File: config.mk
export PLATFORM = sky130hd
export DESIGN_NAME = uart_rx_frame_decoder
export DESIGN_NICKNAME = d
export VERILOG_FILES = /design/src/rtl/uart_pkg.sv /design/src/rtl/uart_rx_sync.sv /design/src/rtl/uart_rx_frame_decoder.sv
export SDC_FILE = /design/constraint.sdc
export NUM_CORES = 1
export LEC_CHECK = 0
export ABC_AREA = 1
export CORE_MARGIN = 3
export CORE_UTILIZATION = 55
export DETAILED_ROUTE_END_ITERATION = 16
export PLACE_DENSITY = 0.75
export SYNTH_ARGS = -nofsm -noshare
export SYNTH_HDL_FRONTEND = slang
export SYNTH_SLANG_ARGS = --single-unit
File: constraint.sdc
create_clock -name clk -period 1.8 [get_ports clk]
set_input_delay 0.27 -clock clk [delete_from_list [all_inputs] [get_ports clk]]
set_output_delay 0.27 -clock clk [all_outputs]
set_load 0.05 [all_outputs]
File: src/rtl/uart_pkg.sv
// Shared UART definitions: receive FSM state encoding and default frame constants
// used by the baud generator, transmitter and receiver.
package uart_pkg;

    localparam int unsigned UART_OVERSAMPLE = 16;
    localparam int unsigned UART_DATA_BITS  = 8;

    typedef enum logic [2:0] {
        IDLE,
        START,
        DATA,
        PARITY,
        STOP,
        WAIT_HIGH
    } uart_rx_state_t;

endpackage

File: src/rtl/uart_rx_sync.sv
// Multi-stage synchronizer for the asynchronous UART rx line; resets to the idle
// (high) level so a reset never looks like a start bit.
module uart_rx_sync #(
    parameter int unsigned SYNC_STAGES = 2
) (
    input  logic clk,
    input  logic rst,
    input  logic din,
    output logic dout
);

    logic [SYNC_STAGES-1:0] sync_q;

    always_ff @(posedge clk or negedge rst) begin
        if (!rst) begin
            sync_q <= '1;
        end else begin
            sync_q <= {sync_q[SYNC_STAGES-2:0], din};
        end
    end

    assign dout = sync_q[SYNC_STAGES-1];

endmodule

File: src/rtl/uart_rx_frame_decoder.sv
// UART receive frame decoder: start detection, centre sampling, stop/parity checks and a
// valid/ready output with overrun reporting. Parity support is built with UART_RX_PARITY_EN.
module uart_rx_frame_decoder
    import uart_pkg::*;
#(
    parameter int unsigned DATA_BITS   = UART_DATA_BITS,
    parameter int unsigned OVERSAMPLE  = UART_OVERSAMPLE,
    parameter int unsigned SYNC_STAGES = 2
) (
    input  logic                 clk,
    input  logic                 rst,
    input  logic                 sample_tick,
    input  logic                 rx,
    input  logic                 parity_odd,
    input  logic                 rx_ready,
    output logic [DATA_BITS-1:0] rx_data,
    output logic                 rx_valid,
    output logic                 frame_err,
    output logic                 parity_err,
    output logic                 overrun,
    output logic                 busy
);

    localparam int unsigned TW = $clog2(OVERSAMPLE);
    localparam int unsigned BW = $clog2(DATA_BITS);

    localparam logic [TW-1:0] TCNT_HALF = TW'(OVERSAMPLE / 2 - 1);
    localparam logic [TW-1:0] TCNT_LAST = TW'(OVERSAMPLE - 1);
    localparam logic [BW-1:0] BCNT_LAST = BW'(DATA_BITS - 1);

    logic rxs;

    uart_rx_sync #(
        .SYNC_STAGES(SYNC_STAGES)
    ) u_sync (
        .clk (clk),
        .rst (rst),
        .din (rx),
        .dout(rxs)
    );

    uart_rx_state_t       state_q, state_d;
    logic [TW-1:0]        tcnt_q, tcnt_d;
    logic [BW-1:0]        bcnt_q, bcnt_d;
    logic [DATA_BITS-1:0] shreg_q, shreg_d;
    logic [DATA_BITS-1:0] rx_data_q, rx_data_d;
    logic                 rx_valid_q, rx_valid_d;
    logic                 frame_err_q, frame_err_d;
    logic                 parity_err_q, parity_err_d;
    logic                 overrun_q, overrun_d;
    logic                 frame_done;
    logic                 frame_perr;

`ifdef UART_RX_PARITY_EN
    // Parity outcome is computed in PARITY and held until the stop bit publishes it.
    logic perr_q, perr_d;

    always_ff @(posedge clk or negedge rst) begin
        if (!rst) begin
            perr_q <= 1'b0;
        end else begin
            perr_q <= perr_d;
        end
    end

    assign frame_perr = perr_q;
`else
    logic unused_parity_odd;
    assign unused_parity_odd = parity_odd;
    assign frame_perr        = 1'b0;
`endif

    always_ff @(posedge clk or negedge rst) begin
        if (!rst) begin
            state_q      <= IDLE;
            tcnt_q       <= '0;
            bcnt_q       <= '0;
            shreg_q      <= '0;
            rx_data_q    <= '0;
            rx_valid_q   <= 1'b0;
            frame_err_q  <= 1'b0;
            parity_err_q <= 1'b0;
            overrun_q    <= 1'b0;
        end else begin
            state_q      <= state_d;
            tcnt_q       <= tcnt_d;
            bcnt_q       <= bcnt_d;
            shreg_q      <= shreg_d;
            rx_data_q    <= rx_data_d;
            rx_valid_q   <= rx_valid_d;
            frame_err_q  <= frame_err_d;
            parity_err_q <= parity_err_d;
            overrun_q    <= overrun_d;
        end
    end

    always_comb begin
        state_d    = state_q;
        tcnt_d     = tcnt_q;
        bcnt_d     = bcnt_q;
        shreg_d    = shreg_q;
        frame_done = 1'b0;
`ifdef UART_RX_PARITY_EN
        perr_d     = perr_q;
`endif

        case (state_q)
            IDLE: begin
                if (!rxs) begin
                    state_d = START;
                    tcnt_d  = '0;
                end
            end

            START: begin
                if (sample_tick) begin
                    if (tcnt_q == TCNT_HALF) begin
                        if (rxs) begin
                            state_d = IDLE;
                        end else begin
                            state_d = DATA;
                            tcnt_d  = '0;
                            bcnt_d  = '0;
                        end
                    end else begin
                        tcnt_d = tcnt_q + 1'b1;
                    end
                end
            end

            DATA: begin
                if (sample_tick) begin
                    if (tcnt_q == TCNT_LAST) begin
                        tcnt_d  = '0;
                        // Shift in at the MSB so the first (LSB) bit lands in bit 0.
                        shreg_d = {rxs, shreg_q[DATA_BITS-1:1]};
                        if (bcnt_q == BCNT_LAST) begin
`ifdef UART_RX_PARITY_EN
                            state_d = PARITY;
`else
                            state_d = STOP;
`endif
                        end else begin
                            bcnt_d = bcnt_q + 1'b1;
                        end
                    end else begin
                        tcnt_d = tcnt_q + 1'b1;
                    end
                end
            end

`ifdef UART_RX_PARITY_EN
            PARITY: begin
                if (sample_tick) begin
                    if (tcnt_q == TCNT_LAST) begin
                        tcnt_d  = '0;
                        perr_d  = (^shreg_q) ^ rxs ^ parity_odd;
                        state_d = STOP;
                    end else begin
                        tcnt_d = tcnt_q + 1'b1;
                    end
                end
            end
`endif

            STOP: begin
                if (sample_tick) begin
                    if (tcnt_q == TCNT_LAST) begin
                        tcnt_d     = '0;
                        frame_done = 1'b1;
                        // A low stop bit may be a break; wait for the line to recover.
                        state_d    = rxs ? IDLE : WAIT_HIGH;
                    end else begin
                        tcnt_d = tcnt_q + 1'b1;
                    end
                end
            end

            WAIT_HIGH: begin
                if (rxs) begin
                    state_d = IDLE;
                end
            end

            default: begin
                state_d = IDLE;
            end
        endcase
    end

    always_comb begin
        rx_data_d    = rx_data_q;
        rx_valid_d   = rx_valid_q;
        frame_err_d  = frame_err_q;
        parity_err_d = parity_err_q;
        overrun_d    = 1'b0;

        if (frame_done) begin
            rx_data_d    = shreg_q;
            frame_err_d  = ~rxs;
            parity_err_d = frame_perr;
            rx_valid_d   = 1'b1;
            overrun_d    = rx_valid_q & ~rx_ready;
        end else if (rx_valid_q && rx_ready) begin
            rx_valid_d = 1'b0;
        end
    end

    assign rx_data    = rx_data_q;
    assign rx_valid   = rx_valid_q;
    assign frame_err  = frame_err_q;
    assign parity_err = parity_err_q;
    assign overrun    = overrun_q;
    assign busy       = (state_q != IDLE);

endmodule
Word-level counts from Yosys, hierarchy flattened
Cells that the tools add are included.
- equal/unequal tests: 19
- add/sub/neg operators: 2
- reduce and logical (&&, ||, !) cells: 11
- multiplexer cells: 31
- bitwise operators: 3
- operators with widths (cell ; count):
    $mux W3 ; 16
    $mux W4 ; 5
    $ne A2 B2 Y1 const B ; 10
    $pmux W3 S5 ; 1
    $pmux W4 S3 ; 1
    $eq A3 B3 Y1 const B ; 3
    $reduce_and A9 Y1 ; 1
    $reduce_and A7 Y1 ; 1
    $mux W1 ; 6
    $pmux W3 S2 ; 1
    $reduce_and A3 Y1 ; 2
    $reduce_bool A3 Y1 ; 2
    $add A4 B1 Y4 const B ; 1
    $eq A4 B3 Y1 const B ; 1
    $eq A4 B4 Y1 const B ; 1
    $ne A2 B1 Y1 const B ; 2
    $reduce_bool A2 Y1 ; 2
    $add A3 B1 Y3 const B ; 1
    $eq A3 B1 Y1 const B ; 1
    $eq A3 B2 Y1 const B ; 1
    $logic_not A3 Y1 ; 1
    $mux W2 ; 1
    $not A1 Y1 ; 2
    $reduce_or A2 Y1 ; 1
    2 further kinds ; 2
- logic and storage cells: 75
- output and inout port bits: 13
- register bits: 31

Depth between registers and ports, before layout
- word-level depth: 5
- gate-level depth with buffers: 10
- mapped depth without buffers: 10

Modules after synthesis
A second synthesis with hierarchy kept.
- cell total of the unflattened synthesis: 203
- area, all modules: 1710.4 µm²
- by module, submodules not included (module ; area each (µm²) ; cells each ; times used):
    uart_rx_frame_decoder ; 1657.8 ; 201 ; 1
    uart_rx_sync ; 52.6 ; 2 ; 1

Worst setup path before layout
OpenSTA, ideal clock, no wires.
- kind: flip-flop to flip-flop
- start: register state_q[2]
- end: register tcnt_q[1]
- cell stages (with the launch flop): 8
- slack: 0.248 ns
- period minus slack after synthesis: 1.552 ns
- arrival time: 1.432 ns
- data required time: 1.680 ns
- path buffers: 0
- path through: dfrtp_1 -> nor2_2 -> nand2_1 -> nand4_1 -> nand2_2 -> inv_2 -> o21ai_1 -> nand2_1
- word-level cells in the longest chain between the ends: 4
- elaborated cells on any way between the ends: 10
- RTL lines (item ; line ; text):
    from (decl) ; uart_rx_frame_decoder.sv:42 ; uart_rx_state_t state_q, state_d;
    from (signal assigned) ; uart_rx_frame_decoder.sv:85 ; state_q <= state_d;
    $eq A3 B3 Y1 or $eq A3 B2 Y1 (tied branches) ; uart_rx_frame_decoder.sv:107 ; case (state_q)
    $reduce_or A2 Y1 (no source line) ; n/a ;
    $ne A2 B1 Y1 (no source line) or $reduce_bool A3 Y1 (tied branches) ; n/a ;
    $reduce_and A3 Y1 (no source line) ; n/a ;
    to (signal assigned) ; uart_rx_frame_decoder.sv:86 ; tcnt_q <= tcnt_d;
    to (decl) ; uart_rx_frame_decoder.sv:43 ; logic [TW-1:0] tcnt_q, tcnt_d;
Several ways; a longest one is shown, not always the timed one.
A chain may end at the register's enable or synchronous reset.

Final worst setup path
- start: register state_q[1]
- end: output busy
- word-level cells in the longest chain between the ends: 1
- RTL lines (item ; line ; text):
    $reduce_bool A3 Y1 ; uart_rx_frame_decoder.sv:214 ; assign busy = (state_q != IDLE);
    to (decl) ; uart_rx_frame_decoder.sv:21 ; output logic busy
Every way passes these cells.

==> impl_metrics.ini <==
[die]
fp.dieW_um = 61.7
rows = 19
initial_core_util = 0.598
io_pins = 19
die_h_um = 61.7
coreArea_um2 = 2850
die-area_um2 = 3810

[synthesis]
synth_xor_xnor_area_share = 0.00513
seq_area_frac_synth = 0.456
yosysWarningCount = 0
synthMuxAreaShare = 0
synth_compound_area_frac = 0.109
avgSynthCellArea_um2 = 8.45
ys_types = 29
synth_top_family_by_area = simple AND/OR/NAND/NOR gates
syn-cell-area_um2 = 1710
syn_nets = 211
yosys.area_share.simple = 0.325
synthAdderAreaFrac = 0.0220
ys_seq_elements = 31
synth_cells = 202

[cts]
numClockSinks = 31
cts_max_level = 2
cts_tree = done
clk_path_buf_depth = 2
post-cts-setup-buffers = 0
hold_buffers = 0
cts_buffers = 5
root_buffer = clkbuf_4
path_clk_slew_ps = 100
clock_latency_ps = 330

[power_and_ir_drop]
ir_drop_mv = 0.656
pwr-share-clk = 0.192
net-switching-power_mw = 1.05
switching_share = 0.435
power_frac_comb = 0.445
power_density_nw_per_um2 = 1220
p_leak_nw = 1.13
seq_power_share = 0.363
power.internal_mw = 1.36

[detailed_routing]
routed_wl_um = 3470
first_iter_violations = 96
drt_drc_violations_left = 0
viasPerCell = 5.40
wl_per_cell_um = 13.7
vias = 1365
route.met2.wl_um = 1820
antenna_left = 0
dr.pass1.iters = 4
top_layer_used = met4
wl_met3_um = 151
wl_met1_um = 1470

[layout]
nNetsFinal = 230
fill_cells = 242
num_antenna_cells = 0
final_cell_mix = nand2_1 (57), dfrtp_1 (29), inv_1 (21)
mostFrequentLayoutCell = nand2_1
drive_gt1_frac = 0.221
area_growth_syn_to_layout_pct = 15.5

[critical_path]
crit_fanout = 9
crit_required_ps = 1530
start_kind = register
critPathArrivalTime_ps = 1450
endpoint_kind = output pin
path_class = register to output pin

[run_status]
status = complete, no violations

[global_routing]
grt_max_degree = 32
gr-usage-all-layers = 0.207
grt_pass1_vias = 1337
globalRouteOverflowTotal = 0
grt_pass1_wl_um = 5750
antenna_found_initial = 0

[sta]
setup_viol = 0
setup_ws_ps = 82.0
finalHoldViolations = 0
maxSlewHeadroom = 0.634
fin_skew_ps = 9.13
finalSetupTns_ps = 0
fmax_ghz = 0.582
final-max-slew-violation-count = 0
worstMarginPinSlew_ps = 548
finalCritPeriodShare = 0.954
rsz0062_at_grt = no
finalCriticalPeriod_ps = 1720

[placement]
dpl.hpwl_um = 2520
place_congestion = 0.872
portBuffers = 16
pre_cts_slack_ps = 197

[hold_path]
hold_class = input port to async pin

[run]
max_cap_violations = 0
-- final timing paths --
check / slack, ps / startpoint / depth (start not counted) / end
setup / recovery: 80 / state_q[1] / 3 / busy
hold / removal: 320 / rst / 2 / tcnt_q[3]
setup reg to reg: 180 / tcnt_q[0] / 8 / shreg_q[6]
hold reg to reg: 360 / u_sync.sync_q[0] / 0 / u_sync.sync_q[1]
max in group asynchronous: 1150 / rst / 2 / u_sync.sync_q[0]
min in group clk: 340 / rx / 1 / u_sync.sync_q[0]
-- state kept, by name, indices dropped and copies added, names as in the netlist --
| register | count |
|---|---|
| rx_data | 8 |
| shreg_q | 8 |
| tcnt_q | 4 |
| bcnt_q | 3 |
| state_q | 3 |
| u_sync.sync_q | 2 |
| frame_err | 1 |
| overrun | 1 |
| rx_valid | 1 |
-- metal layers --
metal / GRT usage / vias to the layer above
met1: 0.262 / 636
li1: - / 686
met5: 0 / -
met4: 0.0758 / 0
met3: 0.0702 / 4
met2: 0.330 / 39
-- power groups by stage --
stage               clock network [mW]  registers (mW)  logic, mW
finish                           0.463           0.876       1.07
global route                     0.510           0.886       1.20
CTS                              0.481           0.874       1.08
detailed placement                   0           0.888       1.07
floorplan                            0           0.832      0.857
global placement                     0           0.879       1.03
-- cell families after synthesis --
| logic type | Yosys count |
|---|---|
| flip-flops | 31 |
| other | 1 |
| XOR/XNOR | 1 |
| AO/OA/AOI/OAI | 29 |
| adder cells (fa/ha/maj) | 3 |
| buffers and inverters | 30 |
| AND/OR/NAND/NOR | 107 |
-- cell type report --
type | instances | area, um^2 | area share
inverters | 25 | 93.8 | 0.0476
clock buffers | 7 | 65.1 | 0.0330
well taps | 31 | 38.8 | 0.0197
repair buffers | 17 | 199 | 0.101
flip-flops and latches | 31 | 778 | 0.395
multi-input cells | 141 | 790 | 0.400
clock inverters | 1 | 7.51 | 0.00381
-- per-stage QoR --
| stage | std cells | hold WS [ps] | area (um^2) | power [mW] | util |
|---|---|---|---|---|---|
| after floorplan | 202 | -25.6 | 1710 | 1.69 | - |
| final | 253 | 325 | 1970 | 2.41 | 0.691 |
| after CTS | 253 | 322 | 1950 | 2.43 | 0.683 |
| after detailed placement | 245 | 348 | 1880 | 1.96 | 0.658 |
| after global placement | 245 | 346 | 1880 | 1.91 | 0.658 |
| after global routing | 253 | 323 | 1970 | 2.59 | 0.691 |
-- repair_timing --
item,in CTS,in global routing
cloned,0,0
endpoints found under the setup margin,1,9
gates resized for setup,1,9
-- Yosys cell counts, drive strengths merged --
master / n / area (um^2)
inv: 25 / 93.8
a21boi: 1 / 7.51
dfstp: 2 / 52.6
o21bai: 3 / 22.5
xor2: 1 / 8.76
ha: 3 / 37.5
o21ai: 24 / 150
conb: 1 / 3.75
nand4: 1 / 6.26
nand2: 70 / 305
nor3: 1 / 10.0
nor2: 8 / 57.6
nand3: 24 / 155
buf: 4 / 41.3
a21oi: 1 / 5.00
or2: 2 / 12.5
clkbuf: 1 / 3.75
nand3b: 1 / 7.51
dfrtp: 29 / 726
-- worst max-delay path, cell delays in order, from the launching register on --
cell and delay (ps):
dfrtp_1 540, nor2_2 220, nand2_1 170, buf_12 190
(Power assumes the default switching activity.)
